File: src/rtl/cla_pipe_adder.sv
// Pipelined carry-lookahead adder: one CHUNK-bit CLA group per stage, with a
// registered carry between stages. Full-pipe valid/ready flow control. Subtract support is built only with CLA_PIPE_SUB_EN.
module cla_pipe_adder #(
   parameter int WIDTH = 16,
   parameter int CHUNK = 4
) (
   input  logic             clk,
   input  logic             rst,
   input  logic             in_valid,
   output logic             in_ready,
   input  logic [WIDTH-1:0] a,
   input  logic [WIDTH-1:0] b,
   input  logic             ci,
   input  logic             sub,
   output logic             out_valid,
   input  logic             out_ready,
   output logic [WIDTH:0]   sum
);

   // WIDTH must be a multiple of CHUNK.
   localparam int NSTAGE = WIDTH / CHUNK;

   logic             w_adv;
   logic [WIDTH-1:0] w_b0;
   logic             w_c0;

   // Two-level lookahead inside one group: c[i+1] = g[i] | p[i]g[i-1] | ... | p[i..0]cin
   function automatic logic [CHUNK:0] cla_carries(input logic [CHUNK-1:0] g,
                                                   input logic [CHUNK-1:0] p,
                                                   input logic             cin);
      logic [CHUNK:0] c;
      logic           pp;
      c[0] = cin;
      for (int i = 0; i < CHUNK; i++) begin
         c[i+1] = 1'b0;
         pp     = 1'b1;
         for (int j = i; j >= 0; j--) begin
            c[i+1] = c[i+1] | (pp & g[j]);
            pp     = pp & p[j];
         end
         c[i+1] = c[i+1] | (pp & cin);
      end
      return c;
   endfunction

`ifdef CLA_PIPE_SUB_EN
   assign w_b0 = sub ? ~b : b;
   assign w_c0 = sub ? 1'b1 : ci;
`else
   logic w_sub_unused;
   assign w_sub_unused = sub;
   assign w_b0         = b;
   assign w_c0         = ci;
`endif

   generate
      for (genvar k = 0; k < NSTAGE; k++) begin : g_stg
         localparam int LO  = k * CHUNK;
         localparam int REM = WIDTH - LO;

         logic [REM-1:0]        w_ain;
         logic [REM-1:0]        w_bin;
         logic                  w_cin;
         logic                  w_vin;
         logic [CHUNK-1:0]      w_g;
         logic [CHUNK-1:0]      w_p;
         logic [CHUNK-1:0]      w_s;
         logic [CHUNK:0]        w_c;
         logic [LO+CHUNK-1:0]   w_sum_nxt;
         logic                  r_vld;
         logic                  r_cry;
         logic [LO+CHUNK-1:0]   r_sum;

         if (k == 0) begin : g_src
            assign w_ain     = a;
            assign w_bin     = w_b0;
            assign w_cin     = w_c0;
            assign w_vin     = in_valid;
            assign w_sum_nxt = w_s;
         end else begin : g_src
            assign w_ain     = g_stg[k-1].g_skew.r_a;
            assign w_bin     = g_stg[k-1].g_skew.r_b;
            assign w_cin     = g_stg[k-1].r_cry;
            assign w_vin     = g_stg[k-1].r_vld;
            assign w_sum_nxt = {w_s, g_stg[k-1].r_sum};
         end

         assign w_g = w_ain[CHUNK-1:0] & w_bin[CHUNK-1:0];
         assign w_p = w_ain[CHUNK-1:0] ^ w_bin[CHUNK-1:0];
         assign w_c = cla_carries(w_g, w_p, w_cin);
         assign w_s = w_p ^ w_c[CHUNK-1:0];

         always_ff @(posedge clk) begin
            if (rst) begin
               r_vld <= 1'b0;
               r_cry <= 1'b0;
               r_sum <= '0;
            end else if (w_adv) begin
               r_vld <= w_vin;
               r_cry <= w_c[CHUNK];
               r_sum <= w_sum_nxt;
            end
         end

         // Operand skew: bits not yet resolved travel with the beat.
         if (k < NSTAGE - 1) begin : g_skew
            logic [REM-CHUNK-1:0] r_a;
            logic [REM-CHUNK-1:0] r_b;
            always_ff @(posedge clk) begin
               if (rst) begin
                  r_a <= '0;
                  r_b <= '0;
               end else if (w_adv) begin
                  r_a <= w_ain[REM-1:CHUNK];
                  r_b <= w_bin[REM-1:CHUNK];
               end
            end
         end
      end
   endgenerate

   assign out_valid = g_stg[NSTAGE-1].r_vld;
   assign sum       = {g_stg[NSTAGE-1].r_cry, g_stg[NSTAGE-1].r_sum};
   assign w_adv     = !out_valid || out_ready;
   assign in_ready  = w_adv;

endmodule

File: config.mk
export PLATFORM = sky130hd
export DESIGN_NAME = cla_pipe_adder
export DESIGN_NICKNAME = d
export VERILOG_FILES = /design/src/rtl/cla_pipe_adder.sv
export SDC_FILE = /design/constraint.sdc
export NUM_CORES = 1
export LEC_CHECK = 0
export ABC_CLOCK_PERIOD_IN_PS = 1700
export CAP_MARGIN = 20
export CORE_MARGIN = 3
export CORE_UTILIZATION = 54
export CTS_CLUSTER_SIZE = 24
export DETAILED_ROUTE_END_ITERATION = 10
export GPL_TIMING_DRIVEN = 0
export PLACE_DENSITY = 0.87
export SKIP_CTS_REPAIR_TIMING = 1
export SYNTH_ARGS = -nofsm -noshare
export SYNTH_HDL_FRONTEND = slang
export SYNTH_SLANG_ARGS = --single-unit
File: constraint.sdc
create_clock -name clk -period 1.7 [get_ports clk]
set_input_delay 0.255 -clock clk [delete_from_list [all_inputs] [get_ports clk]]
set_output_delay 0.255 -clock clk [all_outputs]
set_load 0.02 [all_outputs]
==> flow_metrics.tcl <==
set metrics [dict create \
    finalSetupViolations 0 \
    drive_above_1_share_pct 7.53 \
    worstPathRequired_ps 1440 \
    cellLeakagePower_nw 1.96 \
    grt_pass1_vias 3390 \
    numCtsBuffers 9 \
    fmaxAchievable_ghz 0.626 \
    cts_root_buffer "clkbuf_8" \
    synthDistinctLibCells 30 \
    dp_hpwl_mm 7.03 \
    cp_max_fo 2 \
    antenna_found_initial 0 \
    place_congestion 0.903 \
    drt-total-wl_mm 9.73 \
    post-route-drc-count 0 \
    track_usage_pct 23.8 \
    fillerInstances 588 \
    drv_cap 0 \
    fin_hold_ws_ps 436 \
    final_antenna_net_count 0 \
    final_area_um2 4880 \
    synth_edf_count 0 \
    grt_max_degree 16 \
    start_kind "flop" \
    ir_drop_mv 0.549 \
    vias_per_cell 5.47 \
    synth-async-reset-ratio_pct 0 \
    tns_ps 0 \
    die-height_um 91.9 \
    clockBufferDepth 2 \
    syn_area_um2 3990 \
    num_rows 30 \
    critPathArrivalTime_ps 1340 \
    portBuffers 55 \
    finClkSkew_ps 4.49 \
    area_growth_pct 22.2 \
    clkTransAtPathRegs_ps 90 \
    rsz0062_at_grt "false" \
    core_um2 6980 \
    place.detailed.instances 639 \
    antennaDiodeCount 0 \
    relSlewSlack_pct 61.1 \
    cts_tree "done" \
    hold_path.class "input pin to flop" \
    synth_top_area_share_pct 48.2 \
    yosys_most_used_dff "dfxtp_1" \
    finalPower_mw 4.43 \
    start_util_pct 57.1 \
    die_w_um 91.9 \
    power_density_nw_per_um2 908 \
    yosys_warnings 0 \
    drtIter0Drc 222 \
    slowest_delay_ps 620 \
    crit_path_end_kind "output port" \
    grt.overflow.total 0 \
    hold_viol 0 \
    synth-seq-cells 96 \
    period_minus_slack_ps 1600 \
    timing.final.crit_share_pct 93.9 \
    clock_sinks 96 \
    cp_slowest_cell "clkdlybuf4s50_1" \
    place_area_um2 4660 \
    final_util_pct 69.8 \
    status "finished clean" \
    h-tree-depth 3 \
    die_area_um2 8450 \
    dr.pass1.iters 5 \
    yosysTopAreaCell "dfxtp_1" \
    ys_seq_area_share_pct 48.2 \
    clkLatencyLatePin_ps 360 \
    path_buf_inv 1 \
    synth_fp_nets 546 \
    critical_path.cell_chain "clkdlybuf4s50_1" \
    nNetsFinal 612 \
    post-place-ws_ps -584 \
    cpLargestDelayFamily "buffers and inverters" \
    grt_pass1_wl_mm 16.1 \
    setup_ws_ps 103 \
    netlist_instances 488 \
    tightest_slew_ps 584 \
    vias 3577 \
    avgSynthCellArea_um2 8.17 \
    finalMaxSlewViolations 0 \
    netlist_top_cells_area "dfxtp_1 (48%), nand2_1 (15%), a21oi_1 (10%), ha_1 (5.0%), fa_1 (2.0%)" \
    io_pins 57 \
    avgRoutedWirePerCell_um 14.9 \
    final_cells 654 \
    path_class "flop to output port" \
]
power by group:
| group | total (mW) | leakage [nW] | switching, mW | internal, mW |
|---|---|---|---|---|
| sequential | 2.44 | 0.790 | 0.0693 | 2.37 |
| clock | 1.50 | 0.0956 | 0.777 | 0.718 |
| combinational | 0.494 | 1.08 | 0.252 | 0.242 |
state kept, by name (all words and copies together) (netlist names):
register,count
out_valid,1
g_stg.r_cry,4
g_stg.g_skew.r_b,24
g_stg.g_skew.r_a,24
g_stg.r_sum,40
g_stg.r_vld,3
layout make-up:
class	instances	area, um^2	area share (%)
clock buffers	11	141	2.90
well taps	96	120	2.46
flip-flops and latches	96	1920	39.4
plain buffers	34	180	3.70
repair buffers	55	553	11.3
multi-input cells	340	1830	37.6
inverters	18	70.1	1.44
clock inverters	4	55.1	1.13
logic make-up after synthesis:
kind of cell               count (synthesis)  synth area share, %
and+or+nand+nor                          201                 21.2
AOI/OAI and AO/OA                        115                 16.7
DFF                                       96                 48.2
buffers and inverters                     52                 6.05
adders and majority gates                 20                 7.03
xor gates and xnor gates                   4                0.878
final timing paths:
path | cells past startpoint | start | end | slack, ps
hold / removal | 3 | b[15] | g_stg[0].g_skew.r_b[11] | 440
setup / recovery | 1 | g_stg[3].r_sum[15] | sum[15] | 100
hold reg to reg | 2 | g_stg[3].r_sum[0] | g_stg[3].r_sum[0] | 450
setup reg to reg | 4 | g_stg[2].g_skew.r_b[0] | g_stg[3].r_cry | 100
per-layer routing:
| layer | GRT usage [%] | part of all wire, % | vias to the layer above |
|---|---|---|---|
| met4 | 7.55 | 1.9 | 0 |
| met5 | 0 | 0 | - |
| met2 | 40.8 | 48 | 130 |
| li1 | - | - | 1760 |
| met3 | 4.10 | 6.5 | 24 |
| met1 | 30.6 | 43 | 1663 |
cells in the final DEF (no fill, tap or decap), types with 3 or more instances in the layout:
master	Yosys	routed
or4_1	4	4
nor2_1	10	10
nor3_1	8	8
ha_1	16	16
o211ai_1	4	4
a41oi_1	4	4
fa_1	4	4
nand4_1	4	4
buf_1	5	5
dfxtp_1	96	95
and2_1	4	4
clkbuf_8	0	10
dlymetal6s2s_1	0	3
a21oi_1	83	83
nor4bb_1	4	4
nand3_1	4	4
o21a_1	4	4
clkbuf_1	9	10
a211o_1	4	4
inv_1	17	17
buf_4	6	6
o41ai_1	4	4
o21ai_0	4	4
or2_2	4	4
a211oi_1	4	4
clkdlybuf4s50_1	0	51
buf_2	13	12
nand2_1	158	158
xnor2_1	4	4
cells in the mapped netlist, drive strengths merged (8+ instances only):
cell / count
nand2: 158
nor2: 10
a21oi: 83
nor3: 8
buf: 25
dfxtp: 96
clkbuf: 9
inv: 18
ha: 16
(Power assumes the default switching activity.)
==> variant 1, RTL diff (config.mk and constraints unchanged) <==
`CHUNK`: 4 -> 8.
--- a/src/rtl/cla_pipe_adder.sv
+++ b/src/rtl/cla_pipe_adder.sv
@@ -2,7 +2,7 @@
 // registered carry between stages. Full-pipe valid/ready flow control. Subtract support is built only with CLA_PIPE_SUB_EN.
 module cla_pipe_adder #(
    parameter int WIDTH = 16,
-   parameter int CHUNK = 4
+   parameter int CHUNK = 8
 ) (
    input  logic             clk,
    input  logic             rst,
Behaviour: not the same (Yosys sat finds a counterexample within 4 cycles, from zero or initial values and one cycle with rst high).
==> variant 1 against the original RTL <==
  * First-iteration DRC count fell by 12%
  * Routed wire length fell by 39%
  * Sequential cell count decreased by 52
  * Clock skew increased by 0.0030 ns
  * Worst setup slack worse by 0.059 ns
  * Synthesized cell count fell by 44%
  * Cell area shrank 37%
  * Total power shrank 40%
  * Area after synthesis decreased by 43%
  * Core utilization increased by 9.6 points
  * Critical path depth up 5
  * Sequential share of layout area fell by 11 points
  * Sequential power shrank 52%
  * Critical path type is now in2out
  * Largest power group unchanged
  * Highest routed layer unchanged
==> variant 1: results (changes against the original RTL) <==
* Status: finished clean
* Clk Latency, worst-skew pair at 0.31 ns (-0.05 ns)
* Synthesized Nets at 329 (-40%)
* Placed wire-length estimate at 4.187 mm (-40%)
* Worst EP arrival at 1.40 ns (+0.06 ns)
* Yosys Warn Count at 0 (unchanged)
* Xor/xnor share of the synthesized area at 1.536% (+0.66 points)
* Routability congestion estimate from global placement at 0.8783 (-2.7%)
* Number of DRC markers in iteration 0 at 195 (-12%)
* Initial DRT Pass Iterations at 4 (-1)
* Number of maximum-capacitance constraint violations at 0 (unchanged)
* H-tree levels at 2 (-1)
* Count of input and output buffers at 54 (-1.8%)
* Global-route usage over all layers at 23.54% (-0.27 points)
* Antenna violations before repair at 0 (unchanged)
* First-pass GRT wire length at 9.446 mm (-41%)
* Total cell area at the placement stage at 2882 sq um (-38%)
* Clk pin slew, worst setup/hold paths at ~0.080 ns
* Adder-Cell Fraction of Synth Area at 11.63% (+4.6 points)
* Worst slack at placement at -0.5412 ns (+0.04286 ns)
* Register name with the most flops: g_stg.r_sum
* Filler cell count in the final layout at 288 (-51%)
* Proportion of synthesized area in mux cells at 0% (unchanged)
* Root Buffer Master: sky130_fd_sc_hd__clkbuf_8
* Layout Skew at 0.007466 ns (+0.002974 ns)
* Number of nets at the end of the flow at 390 (-36%)
* Share of final-layout standard cells stronger than drive strength 1 at 8.408% (+0.88 points)
* Maximum number of pins on one net before global-route repair at 15 (-1)
* Max clock buf depth at 2 (unchanged)
* Most common library cells after synthesis: 57 x sky130_fd_sc_hd__nand2_1, 44 x sky130_fd_sc_hd__dfxtp_1, 32 x sky130_fd_sc_hd__a21oi_1
* Post-synth cell types at 44 (+47%)
* Via density per instance at 5.932 (+8.5%)
* Synth area leaders: sky130_fd_sc_hd__dfxtp_1 39%, sky130_fd_sc_hd__ha_1 9.9%, sky130_fd_sc_hd__nand2_1 9.4%
* Maximum vdd drop at 0.5620 mV (+2.4%)
* Top fanout value on the critical path at 10 (+8)
* Average detailed-routed wire length per instance at 15.52 um (+4.3%)
* Biggest registers after layout: g_stg.r_sum (24), g_stg.g_skew.r_a (8), g_stg.g_skew.r_b (8)
* Slew of the pin with the lowest slew margin at 0.5175 ns (-0.06638 ns)
* Sequential area share after synthesis at 38.62% (-9.6 points)
* Number of cells on the worst reg-to-reg path at 5 (+1)
* Hold crit path type: reg2reg
* Static leakage power at 1.256 nW (-36%)
* Inserted Clock Buffers at 5 (-4)
* Number of instances on the worst hold path at 2 (-1)
* Synth async-reset ratio at 0% (unchanged)
* Number of global-route vias before repair at 2105 (-38%)
* Antenna diode instance count at 0 (unchanged)
* Synth Area in Compound Gates at 22.27% (+5.6 points)
## variant 1: cell count changes after synthesis, moves of 6 or more
cell,change
sky130_fd_sc_hd__o21ai_0,+9
sky130_fd_sc_hd__nor4b_1,+6
sky130_fd_sc_hd__a21oi_1,-51
sky130_fd_sc_hd__dfxtp_1,-52
sky130_fd_sc_hd__nand2_1,-101
sky130_fd_sc_hd__buf_2,-11
sky130_fd_sc_hd__inv_1,-14
## variant 1: critical path, cell delays in order
cell and delay [ns]:
sky130_fd_sc_hd__clkdlybuf4s50_1 0.40, sky130_fd_sc_hd__nor2b_1 0.15, sky130_fd_sc_hd__buf_4 0.21, sky130_fd_sc_hd__inv_4 0.07
sky130_fd_sc_hd__buf_6 0.15, sky130_fd_sc_hd__clkbuf_2 0.15
## variant 1: power by group
part           internal (mW)  switching, mW  leakage (nW)  total [mW]
Combinational          0.311          0.318         0.830       0.629
Sequential              1.12         0.0555         0.365        1.18
Clock                  0.480          0.370        0.0614       0.850
Total                   1.91          0.743          1.26        2.66
## variant 1: kinds of logic (layout without fill, tap and decap cells)
family                     Yosys count  count (layout)
xor gates and xnor gates             4               4
buffers and inverters               22              84
DFF                                 44              44
AOI/OAI and AO/OA                   79              79
and+or+nand+nor                    102             102
adders and majority gates           20              20
## variant 1: layout make-up
type | instances | area (sq um) | share of cell area [%]
clock inverters | 2 | 38.79 | 1.267
plain buffers | 17 | 102.6 | 3.351
inverters | 5 | 21.27 | 0.6947
repair buffers | 54 | 545.5 | 17.82
clock buffers | 6 | 82.58 | 2.697
multi-input cells | 205 | 1329 | 43.40
well taps | 48 | 60.06 | 1.962
flip-flops and latches | 44 | 882.1 | 28.81
## variant 1: final timing paths
kind                                           end  slack, ns                    from
worst max-delay path                      in_ready       0.04               out_ready
worst min register to register   g_stg[1].r_sum[6]       0.45       g_stg[1].r_sum[6]
worst max register to register  g_stg[1].r_sum[15]       0.11  g_stg[0].g_skew.r_b[0]
worst min-delay path             g_stg[1].r_sum[6]       0.45       g_stg[1].r_sum[6]
## variant 1: through the flow
stage,TNS [ns],std cells,utilization [%],power (mW)
floorplan,0,271,-,1.546
global placement,-4.869,373,74.77,1.775
detailed placement,-6.108,373,74.77,1.792
CTS,-1.239,381,77.92,2.634
global route,-0.03822,381,79.45,2.776
finish,0,381,79.45,2.657
## variant 1: layer usage
layer / up-vias / wire, um / track usage [%]
li1: 1092 / - / -
met1: 1056 / 2386 / 30.04
met2: 93 / 2901 / 36.97
met3: 19 / 455 / 6.534
met4: 0 / 169 / 10.65
met5: - / 0 / 0
==> variant 2, RTL diff (config.mk and constraints unchanged) <==
Without the edit above. Reset style: asynchronous (`rst`), changed in 2 clocked blocks.
--- a/src/rtl/cla_pipe_adder.sv
+++ b/src/rtl/cla_pipe_adder.sv
@@ -90,7 +90,7 @@
          assign w_c = cla_carries(w_g, w_p, w_cin);
          assign w_s = w_p ^ w_c[CHUNK-1:0];
 
-         always_ff @(posedge clk) begin
+         always_ff @(posedge clk or posedge rst) begin
             if (rst) begin
                r_vld <= 1'b0;
                r_cry <= 1'b0;
@@ -106,7 +106,7 @@
          if (k < NSTAGE - 1) begin : g_skew
             logic [REM-CHUNK-1:0] r_a;
             logic [REM-CHUNK-1:0] r_b;
-            always_ff @(posedge clk) begin
+            always_ff @(posedge clk or posedge rst) begin
                if (rst) begin
                   r_a <= '0;
                   r_b <= '0;
Formal check against the unedited RTL: differs if rst is asserted again (counterexample within 10 cycles, from zero or initial values and one cycle with rst high); with rst held inactive, the same outputs for 10 cycles.
==> variant 2 against the original RTL <==
  * Die area grew 6.3%
  * Count of clock-buffer cells in the layout grew 1
  * Fmax shrank 1.6%
  * Critical path depth grew 4
  * Non-clock buffer count shrank 5
  * Hold slack lost 0.093 ns
  * Worst setup slack lost 0.025 ns
  * Cell count shrank 4.3%
  * Sequential cell count is the same
  * Routed wire length shrank 11%
  * Cell area grew 7.2%
  * Synthesized cell count shrank 8.0%
  * Area after synthesis grew 6.8%
  * Highest routed layer unchanged
Power is not compared: it rests on default switching activity, and its combinational part moved more than twofold at a synthesized area within 25%.
==> variant 2: results (changes against the original RTL) <==
* Number of DRC markers in iteration 0 at 140 (-37%)
* Worst EP arrival at 1.37 ns (+0.03 ns)
* Slew of the pin with the lowest slew margin at 0.6656 ns (+0.08172 ns)
* First-pass GRT wire length at 14.84 mm (-7.6%)
* Met2 capacity usage during global routing at 36.23% (-4.5 points)
* Maximum cell stage delay along the critical path at 0.38 ns (-0.24 ns)
* Sequential area share after synthesis at 56.40% (+8.2 points)
* Detailed-routed wire length on met2 at 4.336 mm (-8.1%)
* Maximum number of pins on one net before global-route repair at 36 (+20)
* Hold crit path type: in2async
* Launch point of the worst reg-to-reg path: g_stg[2].g_skew.r_a[1]
* Status: finished clean
* Synth Area in Compound Gates at 9.078% (-7.6 points)
* Share of final-layout standard cells stronger than drive strength 1 at 11.39% (+3.9 points)
* Met1 wire length at 3.807 mm (-9.1%)
* Initial DRT Pass Iterations at 4 (-1)
* Xor/xnor share of the synthesized area at 1.645% (+0.77 points)
* Number of cells on the worst reg-to-reg path at 5 (+1)
* Post-synth cell types at 24 (-20%)
* Global-route usage over all layers at 21.37% (-2.4 points)
* Final worst path period share at 95.40% (+1.5 points)
* Worst hold slack at 0.3434 ns (-0.09252 ns)
* Met1 routing resource usage after global routing at 27.64% (-3.0 points)
* Layout Skew at 0.007514 ns (+0.003021 ns)
* Total cell area at the placement stage at 4977 sq um (+6.8%)
* Yosys Warn Count at 0 (unchanged)
* Placed wire-length estimate at 6.317 mm (-10%)
* Adder-Cell Fraction of Synth Area at 6.580% (-0.45 points)
* Synthesized Nets at 507 (-7.1%)
* Critical-path cell with the highest stage delay: sky130_fd_sc_hd__dfrtp_1
* Filler-free cell count of the finished design at 626 (-4.3%)
* Worst slack at placement at -0.5532 ns (+0.03084 ns)
* Root Buffer Master: sky130_fd_sc_hd__clkbuf_8
* Top fanout value on the critical path at 10 (+8)
* Vias after detailed routing at 3154 (-12%)
* Met3 usage in global routing at 3.506% (-0.60 points)
* Wirelength, routed at 8.659 mm (-11%)
* Startpoint of the most critical setup path: out_valid
* R2r setup slk at 0.17 ns (+0.07 ns)
* Number of nets at the end of the flow at 580 (-5.2%)
* Synth async-reset ratio at 100.0% (+100 points)
* Destination of the critical timing path: in_ready
* Routability congestion estimate from global placement at 0.8396 (-7.0%)
* Most common library cells after synthesis: 221 x sky130_fd_sc_hd__nand2_1, 96 x sky130_fd_sc_hd__dfrtp_1, 19 x sky130_fd_sc_hd__o21ai_1
* Placed Cells incl. Taps at 605 (-5.3%)
* End of the worst register-to-register path: g_stg[3].r_cry
* Number of global-route vias before repair at 3273 (-3.5%)
* Synth area leaders: sky130_fd_sc_hd__dfrtp_1 56%, sky130_fd_sc_hd__nand2_1 19%, sky130_fd_sc_hd__ha_1 4.7%
* Amount of wire on met3 after detailed routing at 368 um (-42%)
* Avg Synthesized Cell Area at 9.486 sq um (+16%)
* Filler cell count in the final layout at 577 (-1.9%)
## variant 2: changes by cell type after synthesis, sizes merged, moves of 8 or more
cell,change
nor3,-8
dfrtp,+96
o21ai,+18
nand2,+63
dfxtp,-96
buf,-10
a21oi,-67
## variant 2: final cells by class
class | instances | area, sq um | area share, %
clock buffer | 12 | 155.1 | 2.969
sequential | 96 | 2402 | 45.98
buffer | 21 | 170.2 | 3.257
tap | 99 | 123.9 | 2.371
multi-input combinational | 317 | 1632 | 31.23
timing repair buffer | 63 | 633.1 | 12.12
inverter | 14 | 56.30 | 1.078
clock inverter | 4 | 52.55 | 1.006
## variant 2: worst max-delay path, delay by kind of cell, from the launching register on
family	cells	cell delay [ns]
buffers and inverters	4	0.49
AND/OR/NAND/NOR	1	0.12
flip-flops	1	0.38
